`config.mk`:
```
export PLATFORM = sky130hd
export DESIGN_NAME = data_stream_sink_fifo_flat
export DESIGN_NICKNAME = d
export VERILOG_FILES = /design/src/rtl/data_stream_sink_fifo_if.sv /design/src/rtl/data_stream_sink_fifo.sv /design/src/flat_wrapper.sv
export SDC_FILE = /design/constraint.sdc
export NUM_CORES = 1
export LEC_CHECK = 0
export CAP_MARGIN = 5
export CORE_AREA = 2 2 165 167
export CTS_BUF_LIST = sky130_fd_sc_hd__clkbuf_4
export DETAILED_ROUTE_END_ITERATION = 10
export DIE_AREA = 0 0 167 169
export PLACE_DENSITY = 0.52
export SLEW_MARGIN = 20
export SYNTH_ARGS = -nofsm -noshare
export SYNTH_HDL_FRONTEND = slang
export SYNTH_SLANG_ARGS = --single-unit
```
`constraint.sdc`:
```
create_clock -name i_clk -period 3.3 [get_ports i_clk]
set_input_delay 0.66 -clock i_clk [delete_from_list [all_inputs] [get_ports i_clk]]
set_output_delay 0.66 -clock i_clk [all_outputs]
set_load 0.05 [all_outputs]
```
`src/rtl/data_stream_sink_fifo_if.sv`:
```
// Stream bundle between the delayed-data producer, the sink FIFO and its consumer.
// The slave modport is the FIFO's view of the bundle; the master modport is the environment's view.
interface data_stream_sink_fifo_if #(
    parameter int WIDTH = 32,
    parameter int DEPTH = 4,
    parameter int CNT_W = 8
);
    localparam int CW = $clog2(DEPTH) + 1;

    logic             i_valid;
    logic [WIDTH-1:0] i_data;
    logic             i_ready;
    logic             o_valid;
    logic [WIDTH-1:0] o_data;
    logic [CW-1:0]    o_count;
    logic             o_full;
    logic             o_overflow;
    logic [CNT_W-1:0] o_drop_count;

    modport master (
        output i_valid, i_data, i_ready,
        input  o_valid, o_data, o_count, o_full, o_overflow, o_drop_count
    );

    modport slave (
        input  i_valid, i_data, i_ready,
        output o_valid, o_data, o_count, o_full, o_overflow, o_drop_count
    );
endinterface

```
`src/rtl/data_stream_sink_fifo.sv`:
```
// FWFT sink FIFO: a word pushed at edge N is visible on o_valid/o_data in cycle N+1.
// The upstream cannot be stalled: words arriving while full (and not popping) are dropped and counted.
module data_stream_sink_fifo #(
    parameter int WIDTH = 32,
    parameter int DEPTH = 4,
    parameter int CNT_W = 8
) (
    input  logic                   i_clk,
    input  logic                   i_rst_n,
    input  logic                   i_clear,
    data_stream_sink_fifo_if.slave s
);
    localparam int AW = $clog2(DEPTH);
    localparam int CW = AW + 1;
    localparam logic [CW-1:0] DEPTH_C = CW'(DEPTH);

    logic [WIDTH-1:0] mem_q [DEPTH];
    logic [AW-1:0]    wr_ptr_q, wr_ptr_d;
    logic [AW-1:0]    rd_ptr_q, rd_ptr_d;
    logic [CW-1:0]    count_q,  count_d;
    logic             ovf_q,    ovf_d;
    logic [CNT_W-1:0] drop_q,   drop_d;

    logic full, pop, push, drop;

    assign full = (count_q == DEPTH_C);
    assign pop  = (count_q != '0) && s.i_ready;
    // A pop in the same cycle frees the slot, so a full FIFO can still accept.
    assign push = s.i_valid && (!full || pop);
    assign drop = s.i_valid && full && !pop;

    always_comb begin
        wr_ptr_d = wr_ptr_q;
        rd_ptr_d = rd_ptr_q;
        count_d  = count_q;
        ovf_d    = ovf_q;
        drop_d   = drop_q;
        if (i_clear) begin
            wr_ptr_d = '0;
            rd_ptr_d = '0;
            count_d  = '0;
            ovf_d    = 1'b0;
            drop_d   = '0;
        end else begin
            if (push) wr_ptr_d = wr_ptr_q + AW'(1);
            if (pop)  rd_ptr_d = rd_ptr_q + AW'(1);
            if (push && !pop)      count_d = count_q + CW'(1);
            else if (pop && !push) count_d = count_q - CW'(1);
            if (drop) begin
                ovf_d = 1'b1;
                if (drop_q != '1) drop_d = drop_q + CNT_W'(1);
            end
        end
    end

    always_ff @(posedge i_clk or negedge i_rst_n) begin
        if (!i_rst_n) begin
            wr_ptr_q <= '0;
            rd_ptr_q <= '0;
            count_q  <= '0;
            ovf_q    <= 1'b0;
            drop_q   <= '0;
            for (int i = 0; i < DEPTH; i++) mem_q[i] <= '0;
        end else begin
            wr_ptr_q <= wr_ptr_d;
            rd_ptr_q <= rd_ptr_d;
            count_q  <= count_d;
            ovf_q    <= ovf_d;
            drop_q   <= drop_d;
            if (push && !i_clear) mem_q[wr_ptr_q] <= s.i_data;
        end
    end

    assign s.o_valid      = (count_q != '0);
    assign s.o_full       = full;
    assign s.o_data       = mem_q[rd_ptr_q];
    assign s.o_count      = count_q;
    assign s.o_overflow   = ovf_q;
    assign s.o_drop_count = drop_q;

    a_count_bound: assert property (@(posedge i_clk) disable iff (!i_rst_n)
        count_q <= DEPTH_C);
    a_no_empty_pop: assert property (@(posedge i_clk) disable iff (!i_rst_n)
        pop |-> (count_q != '0));
    a_drop_monotonic: assert property (@(posedge i_clk) disable iff (!i_rst_n)
        !$past(i_clear) |-> (drop_q >= $past(drop_q)));
endmodule

```
`src/flat_wrapper.sv`:
```
// flat-port wrapper written by rule: the top's interface ports become plain ports
module data_stream_sink_fifo_flat 
#(
    parameter int WIDTH = 32,
    parameter int DEPTH = 4,
    parameter int CNT_W = 8
)
  (i_clk, i_rst_n, i_clear, s_i_valid, s_i_data, s_i_ready, s_o_valid, s_o_data, s_o_count, s_o_full, s_o_overflow, s_o_drop_count);
  data_stream_sink_fifo_if #(.WIDTH(WIDTH), .DEPTH(DEPTH), .CNT_W(CNT_W)) s_i ();
  input  logic i_clk;
  input  logic i_rst_n;
  input  logic i_clear;
  input wire logic [$bits(s_i.i_valid)-1:0] s_i_valid;
  input wire logic [$bits(s_i.i_data)-1:0] s_i_data;
  input wire logic [$bits(s_i.i_ready)-1:0] s_i_ready;
  output wire logic [$bits(s_i.o_valid)-1:0] s_o_valid;
  output wire logic [$bits(s_i.o_data)-1:0] s_o_data;
  output wire logic [$bits(s_i.o_count)-1:0] s_o_count;
  output wire logic [$bits(s_i.o_full)-1:0] s_o_full;
  output wire logic [$bits(s_i.o_overflow)-1:0] s_o_overflow;
  output wire logic [$bits(s_i.o_drop_count)-1:0] s_o_drop_count;
  assign s_i.i_valid = s_i_valid;
  assign s_i.i_data = s_i_data;
  assign s_i.i_ready = s_i_ready;
  assign s_o_valid = s_i.o_valid;
  assign s_o_data = s_i.o_data;
  assign s_o_count = s_i.o_count;
  assign s_o_full = s_i.o_full;
  assign s_o_overflow = s_i.o_overflow;
  assign s_o_drop_count = s_i.o_drop_count;
  data_stream_sink_fifo #(.WIDTH(WIDTH), .DEPTH(DEPTH), .CNT_W(CNT_W)) u_core (.i_clk(i_clk), .i_rst_n(i_rst_n), .i_clear(i_clear), .s(s_i));
endmodule
```
; ---- After elaboration in Yosys (flattened, before gate mapping)
; Index checks and enable logic that the tools add are counted.
[totals]
wordCells = 59
register_bits = 144
out_inout_bits = 46
ramBits = 0
mem_bits_ro = 0
latch_bits = 0
memories = 0
in_bits = 37
[op_classes]
n_addsub = 5
bitwise = 2
n_div = 0
shift = 0
eq_ne = 2
order_cmp = 3
n_reduce_logical = 20
mux = 18
mul = 0
[op_table]
columns = op, n
row1 = $bwmux 128, 1
row2 = $mux 32, 3
row3 = $bmux 32 s2, 1
row4 = $demux 32 s2, 1
row5 = $mux 8, 3
row6 = $mux 3, 3
row7 = $add 8x1->8 const B, 1
row8 = $logic_and 1x1->1, 8
row9 = $mux 2, 4
row10 = $ne 8x8->1 const B, 1
row11 = $reduce_bool 2->1, 4
row12 = $ge 3x3->1 const B, 2
row13 = $not 2->3, 2
row14 = $reduce_bool 3->1, 2
row15 = $add 2x1->2 const B, 2
row16 = $logic_not 1->1, 4
row17 = $add 3x1->3 const B, 1
row18 = $eq 3x3->1 const B, 1
row19 = $lt 3x1->1 const B, 1
row20 = $sub 3x1->3 const B, 1
row21 = $mux 1, 2
row22 = $reduce_and 2->1, 1
row23 = $logic_or 1x1->1, 1

; ---- Longest topological paths before layout
; Gate-level depths: netlist of the first run.
[logic_depth]
word_depth = 9
mapped_depth = 9

; ---- Least setup slack after synthesis of the first run
; No wires, ideal clock.
[synth_path]
path_type = flip-flop to flip-flop
startpoint = reg u_core.count_q[0], in the netlist u_core.s.o_count[0]
endpoint = reg u_core.count_q[2], in the netlist u_core.s.o_count[2]
setup_time_ns = 0.136
arrival_ns = 2.378
n_path_buf = 1
setup_slack_ns = 0.786
stages_incl_launch_ff = 10
path_cell_list = dfrtp_1 > buf_2 > nor2_1 > and2_1 > nor2_1 > fa_1 > nor2b_1 > nand2b_1 > a32oi_1 > a21oi_1
[synth_between]
elab_chain_cells = 7
word_cells_on_any_way = 16
[synth_rtl]
columns = item, line_no
row1 = "start, declared", data_stream_sink_fifo.sv:20  ; logic [CW-1:0] count_q, count_d;
row2 = "start signal, assigned", data_stream_sink_fifo.sv:67  ; count_q <= count_d;
row3 = $eq 3x3->1 (*), data_stream_sink_fifo.sv:26  ; assign full = (count_q == DEPTH_C);
row4 = via s_o_full, flat_wrapper.sv:19  ; output wire logic [$bits(s_i.o_full)-1:0] s_o_full;
row5 = $logic_not 1->1 (*), data_stream_sink_fifo.sv:29  ; assign push = s.i_valid && (!full || pop);
row6 = $logic_or 1x1->1 (*), data_stream_sink_fifo.sv:29
row7 = $logic_and 1x1->1 (*), data_stream_sink_fifo.sv:29
row8 = $logic_and 1x1->1 / $logic_not 1->1 (equally long branches), "data_stream_sink_fifo.sv:47, data_stream_sink_fifo.sv:48"
row9 = $mux 3 / $logic_and 1x1->1 (equally long branches), "data_stream_sink_fifo.sv:47, data_stream_sink_fifo.sv:48"
row10 = $mux 3 / $reduce_bool 3->1 (equally long branches), --
; The timed path passes the listed nets; every way through them passes the cells marked *. The select of a mux whose other input is x is not followed.
; A chain may end at the register's enable or synchronous reset.

; ---- Final worst setup path of the first run
[layout_path]
startpoint = reg u_core.rd_ptr_q[0]
endpoint = out s_o_data[3]
[layout_between]
elab_chain_cells = 4
[layout_rtl]
columns = item, line_no
row1 = "start, declared", data_stream_sink_fifo.sv:19  ; logic [AW-1:0] rd_ptr_q, rd_ptr_d;
row2 = "start signal, assigned", data_stream_sink_fifo.sv:66  ; rd_ptr_q <= rd_ptr_d;
row3 = $not 2->3 (not written as such), data_stream_sink_fifo.sv:76  ; assign s.o_data = mem_q[rd_ptr_q];
row4 = $bmux 32 s2, data_stream_sink_fifo.sv:76
row5 = $mux 32 (not written as such) (2 in series), data_stream_sink_fifo.sv:76
row6 = "end, declared", flat_wrapper.sv:17  ; output wire logic [$bits(s_i.o_data)-1:0] s_o_data;
; Every way passes these cells. The select of a mux whose other input is x is not followed.

==> results of run 1 <==
worst min-delay path by stage:
stage	from	to
finish	u_core.mem_q[2]$_DFFE_PN0P_	u_core.mem_q[2]$_DFFE_PN0P_
global route	u_core.mem_q[2]$_DFFE_PN0P_	u_core.mem_q[2]$_DFFE_PN0P_
CTS	u_core.mem_q[61]$_DFFE_PN0P_	u_core.mem_q[61]$_DFFE_PN0P_
detailed placement	u_core.mem_q[61]$_DFFE_PN0P_	u_core.mem_q[61]$_DFFE_PN0P_
global placement	u_core.mem_q[56]$_DFFE_PN0P_	u_core.mem_q[56]$_DFFE_PN0P_
floorplan	i_rst_n	u_core.mem_q[0]$_DFFE_PN0P_
through the flow:
| stage | instances | instance area, µm² | util | power [W] | hold WS [ns] |
|---|---|---|---|---|---|
| finish | 869 | 8030 | 0.303 | 0.00710 | 0.516 |
| detailed placement | 836 | 7760 | 0.293 | 0.00624 | 0.487 |
| global placement | 836 | 7760 | 0.293 | 0.00612 | 0.481 |
| CTS | 869 | 8010 | 0.302 | 0.00723 | 0.518 |
| global route | 869 | 8030 | 0.303 | 0.00752 | 0.531 |
| floorplan | 422 | 6480 | - | 0.00517 | 0.364 |
cell usage after synthesis (all sizes together), types with 2 or more instances:
| cell | n | area [µm²] |
|---|---|---|
| a211oi | 2 | 15.0 |
| a21oi | 6 | 30.0 |
| a31oi | 2 | 12.5 |
| and2 | 2 | 12.5 |
| and3 | 2 | 12.5 |
| and4 | 3 | 26.3 |
| buf | 18 | 95.1 |
| clkbuf | 8 | 30.0 |
| dfrtp | 144 | 3600 |
| ha | 5 | 62.6 |
| inv | 6 | 22.5 |
| mux2 | 129 | 1450 |
| mux4 | 32 | 721 |
| nand2 | 12 | 45.0 |
| nand2b | 2 | 12.5 |
| nand3 | 4 | 20.0 |
| nand4 | 2 | 12.5 |
| nor2 | 15 | 56.3 |
| nor2b | 2 | 12.5 |
| nor3 | 4 | 31.3 |
| o21ai | 2 | 10.0 |
| xor2 | 5 | 43.8 |
routing by layer:
layer / track usage / up-vias / wire (µm)
met2: 0.192 / 90 / 7630
met5: 0 / - / 0
met3: 0.0278 / 10 / 607
li1: - / 1743 / -
met1: 0.146 / 2026 / 6900
met4: 0.0326 / 0 / 142
cell families (layout without fill, tap and decap cells):
logic type	Yosys count	after routing	share of synthesized area
and+or+nand+nor	53	53	0.0440
adders and majority gates	6	6	0.0127
xor gates and xnor gates	6	6	0.00810
buffers and inverters	32	138	0.0228
muxes	162	162	0.337
AOI/OAI and AO/OA	19	19	0.0199
DFF	144	144	0.556
flip-flops by register name, summed over array words and instances (netlist names):
| register | flops |
|---|---|
| u_core.mem_q | 128 |
| u_core.s.o_drop_count | 8 |
| u_core.s.o_count | 3 |
| u_core.rd_ptr_q | 2 |
| u_core.wr_ptr_q | 2 |
| u_core.s.o_overflow | 1 |
area by class of cell:
class                      count  area (µm²)
tap                          341         427
timing repair buffer         100         962
sequential                   144        3610
clock inverter                15         145
clock buffer                  17         128
inverter                       6        22.5
fill                        2663       18500
multi-input combinational    246        2740
worst max-delay path, cell delays in order (launching register included):
cell,delay [ns]
dfrtp_2,0.38
buf_4,0.38
mux4_2,0.58
dlygate4sd2_1,0.44
power groups by stage:
stage                     registers [W]  clock network (W)  logic, W
after floorplan                 0.00271                  0   0.00246
final                           0.00276            0.00111   0.00323
after global routing            0.00284            0.00125   0.00342
after global placement          0.00274                  0   0.00338
after CTS                       0.00276            0.00117   0.00330
after detailed placement        0.00280                  0   0.00344
timing repair:
action,4_1_cts,5_1_grt
resized for setup,24,8
pin swaps,0,0
hold buffers,1,0
endpoints found under the hold margin,3,0
endpoints found under the setup margin,24,8
==> results.md, run 1 <==
- Outcome: completed
- Crit path from: u_core.rd_ptr_q[0]$_DFFE_PN0P_
- RR Endpoint: u_core.mem_q[99]$_DFFE_PN0P_
- Share of cells above drive strength 1: 0.415
- ANT cells: 0
- Rel. slew slack: 0.540
- Top FF cell, synth: dfrtp_1
- Net count after synthesis: 465
- Clock Skew: 0.0269 ns
- Max Transition Viols Final: 0
- CP Max Fanout: 19
- Fin nets: 558
- Post-CTS Setup Repair Bufs: 0
- DR WL/cell: 17.6 µm
- Worst Setup Start Kind: flop
- Max-cap violations: 0
- Slew @ Worst Pin: 0.684 ns
- GR Util All Layers: 0.114
- CTS Sinks: 144
- Sequential share of power: 0.389
- Later-pin clock latency in the skew report: 0.54 ns
- Clock Tree Root: clkbuf_4
- Cell Pwr Density: 884 mW/mm²
- First-pass GRT wire length: 24.7 mm
- Drt initial violations: 130
- Final Hold Fails: 0
- Area Overhead vs Synth: 23.9%
- Ys Warns: 0
- Clock buffer count from CTS: 17
- Crit end category: primary output
- CTS tree: built
- Final setup violation count: 0
- Worst r2r src: u_core.s.o_count[1]$_DFFE_PN0P_
- WHS Path Cells: 1
- Largest net degree at the start of global routing: 62
- Row count: 60
- Highest-count cells in the layout ignoring fill and taps: dfrtp_1, mux2_2, clkdlybuf4s50_1, mux4_2, dlygate4sd2_1
- Maximum VDD drop: 0.631 mV
- Clk pwr share: 0.156
- HP Class: reg2reg
- Period utilization: 0.903
- DR pass1 iterations: 4
- RSZ-0062 raised after global routing: false
- Number of synthesized flops with an enable pin: 0
- Clock transition at path regs: 0.13 ns
- Switching share of power: 0.410
- Int Pwr: 0.00419 W
- Die W: 167 µm
- Netlist cell types: 41
- Total gr overflow: 0
- Initial antenna violation count: 0
- Sequential fraction of the synthesis area: 0.556
- H-tree level count: 4
- DRC: 0
- Number of global-route vias before repair: 4387
- Total number of vias: 3869
- Routed WL: 15.3 mm
- Netlist Area Pre-Place: 0.00648 mm²
- Avg Synthesized Cell Area: 15.4 µm²
- Initial Utilization: 0.245
- Post-route ant nets: 0
- Post-route setup slack: 0.319 ns
- Comb power frac: 0.455
- Crit path kind: reg2out
- Most common cell after layout, fill and taps aside: dfrtp_1
- WP data required: 2.64 ns
- Reg2Reg Depth: 5
- Chip height: 169 µm
- Io pins: 83
- Maximum root-to-sink buffer count: 2
- DR vias/cell: 4.45
- Worst R2R Setup Slack: 0.96 ns
- Core area: 0.0265 mm²
- Mapped Cells: 422
- Post-layout min period: 2.98 ns
- DIE AREA: 0.0282 mm²
- Synth Register Bits: 144
- Critical path arrival: 2.32 ns
- Number of buffers added on ports: 82
- Post-route setup TNS: 0 ns
- Max frequency: 335 MHz
- Routability cong.: 0.662
- Critical Path Sink: s_o_data[3]
- Async set-reset flop share out of synthesis: 1.00
- Worst slack at placement: 0.482 ns
- Sw Pwr: 0.00291 W
- Leak: 3.51 nW
- Detailed Place HPWL: 9.92 mm
No activity file was read; power rests on OpenSTA's default activity.
==> run 2, diff against run 1 <==
- CTS_BUF_LIST: sky130_fd_sc_hd__clkbuf_4 -> unset
- PLACE_DENSITY: 0.52 -> 0.53
==> run 2 against run 1 <==
Sequential share of layout area down 2.1 points. Clock power up 94%. Hold slack worse by 0.22 ns. Non-clock buffer count down 1. Wire length down 1.0%. First-iteration DRC count up 62%. Largest power group unchanged.
==> results.md, run 2 (same netlist as run 1, synthesis figures left out) <==
- Post-route ant nets: 0 (unchanged)
- Crit end category: primary output
- ANT cells: 0 (unchanged)
- H-tree level count: 4 (unchanged)
- Row count: 60 (unchanged)
- Total gr overflow: 0 (unchanged)
- Worst Setup Start Kind: flop
- Max reg flops: 128 (unchanged)
- WP data required: 2.64 ns (about the same)
- Maximum root-to-sink buffer count: 2 (unchanged)
- Largest Register: u_core.mem_q
- CP Max Fanout: 14 (-5)
- Clock buffer count from CTS: 17 (unchanged)
- Max-cap violations: 0 (unchanged)
- Maximum VDD drop: 0.490 mV (-22%)
- Max Transition Viols Final: 0 (unchanged)
- Die W: 167 µm (unchanged)
- Initial antenna violation count: 0 (unchanged)
- Slew @ Worst Pin: 0.967 ns (+0.283 ns)
- Later-pin clock latency in the skew report: 0.42 ns (-0.12 ns)
- Outcome: completed
- Io pins: 83 (unchanged)
- Area Overhead vs Synth: 29.9%
- Final Hold Fails: 0 (unchanged)
- Critical path depth in cells: 3 (unchanged)
- Clock Tree Root: clkbuf_16
- Clock Skew: 0.00876 ns (-0.0181 ns)
- Rel. slew slack: 0.355 (-0.185)
- Highest-count cells in the layout ignoring fill and taps: dfrtp_1, mux2_2, clkdlybuf4s50_1, mux4_2, clkbuf_16
- Fin nets: 557 (-0.18%)
- Max frequency: 323 MHz (-3.8%)
- DIE AREA: 0.0282 mm² (unchanged)
- Period utilization: 0.939 (+0.0355)
- HP Class: in2async
- Drt initial violations: 211 (+62%)
- GR Util All Layers: 0.114 (+0.000241)
- Chip height: 169 µm (unchanged)
- CP top delay family: buffers and inverters
- CTS tree: built
- Post-CTS Setup Repair Bufs: 0 (unchanged)
- Cell Pwr Density: 988 mW/mm² (+12%)
- Cts repair resizes: 0 (-100%)
- Largest stage delay, worst path: 0.72 ns (+0.14 ns)
- DR WL/cell: 17.4 µm (-0.89%)
- Slowest stage cell, crit path: clkdlybuf4s50_1
- Number of buffers added on ports: 82 (unchanged)
- Detailed Place HPWL: 9.89 mm (-0.33%)
- Routed WL: 15.1 mm (-1.0%)
- DRC: 0 (unchanged)
- Clock transition at path regs: 0.06 ns (-0.07 ns)
- Critical path arrival: 2.44 ns (+0.12 ns)
- Most common cell after layout, fill and taps aside: dfrtp_1
- Post-layout min period: 3.10 ns (+0.117 ns)
- Reg2Reg Depth: 5 (unchanged)
- Total number of vias: 3898 (+0.75%)
- Initial Utilization: 0.245 (unchanged)
- Largest net degree at the start of global routing: 102 (+65%)
- Crit path buffers/inverters: 2 (unchanged)
- Final setup violation count: 0 (unchanged)
- DR vias/cell: 4.49 (+0.87%)
- Routability cong.: 0.669 (+1.1%)
- Share of cells above drive strength 1: 0.416 (+0.000787)
- Number of global-route vias before repair: 4403 (+0.36%)
- Hold_ws: 0.300 ns (-0.216 ns)
- DR pass1 iterations: 4 (unchanged)
- Crit path kind: reg2out
- First-pass GRT wire length: 24.7 mm (+0.19%)
- Leak: 3.57 nW (+1.6%)
- Worst-path cell chain: buf_4 > mux4_2 > clkdlybuf4s50_1
- Post-route setup TNS: 0 ns (unchanged)
- Post-CTS Hold Buffers: 0 (-1)
- CTS Sinks: 144 (unchanged)
- RSZ-0062 raised after global routing: false
- Core area: 0.0265 mm² (unchanged)
run 2: cell types whose count changed in the layout (fill, tap and decap cells not counted), sizes merged, moves of 4 or more:
cell,delta
clkdlybuf4s50,+32
dlygate4sd2,-24
dlymetal6s2s,-8
bufinv,+4
inv,-4
run 2: final timing paths:
path	start	endpoint	slack, ns
min in group i_clk	u_core.s.o_overflow$_DFFE_PN0P_	u_core.s.o_overflow$_DFFE_PN0P_	0.49
worst max-delay path	u_core.rd_ptr_q[0]$_DFFE_PN0P_	s_o_data[26]	0.20
max in group asynchronous	i_rst_n	u_core.s.o_count[0]$_DFFE_PN0P_	2.21
worst min register to register	u_core.s.o_overflow$_DFFE_PN0P_	u_core.s.o_overflow$_DFFE_PN0P_	0.49
worst min-delay path	i_rst_n	u_core.mem_q[59]$_DFFE_PN0P_	0.30
worst max register to register	u_core.s.o_count[1]$_DFFE_PN0P_	u_core.mem_q[110]$_DFFE_PN0P_	1.06
run 2: power breakdown:
part           switching (W)  internal, W  total (W)
clock network       0.000798      0.00136    0.00215
logic                0.00185      0.00154    0.00340
registers           0.000341      0.00243    0.00277
total                0.00299      0.00533    0.00832
run 2: layout make-up:
cell class                 instances  area [µm²]
sequential                       144        3610
timing repair buffer              99         962
tap                              341         427
inverter                           6        22.5
clock buffer                      17         425
clock inverter                    15         234
fill                            2629       18100
multi-input combinational        246        2740
run 2: metrics by stage:
stage / setup slack, ns / total power [W] / instance area [µm²] / std cells / utilization
after global placement: 0.438 / 0.00613 / 7760 / 836 / 0.293
after floorplan: 0.786 / 0.00517 / 6480 / 422 / -
after detailed placement: 0.490 / 0.00625 / 7760 / 836 / 0.293
after global routing: 0.0806 / 0.00875 / 8420 / 868 / 0.318
after CTS: 0.119 / 0.00845 / 8420 / 868 / 0.318
final: 0.202 / 0.00832 / 8420 / 868 / 0.318
run 2: metal layers:
layer / part of all wire / global-route usage / wire (µm) / up-vias
met4: 0.0088 / 0.0330 / 133 / 0
met5: 0 / 0 / 0 / -
met2: 0.50 / 0.188 / 7550 / 76
li1: - / - / - / 1747
met3: 0.040 / 0.0299 / 600 / 11
met1: 0.45 / 0.148 / 6840 / 2064
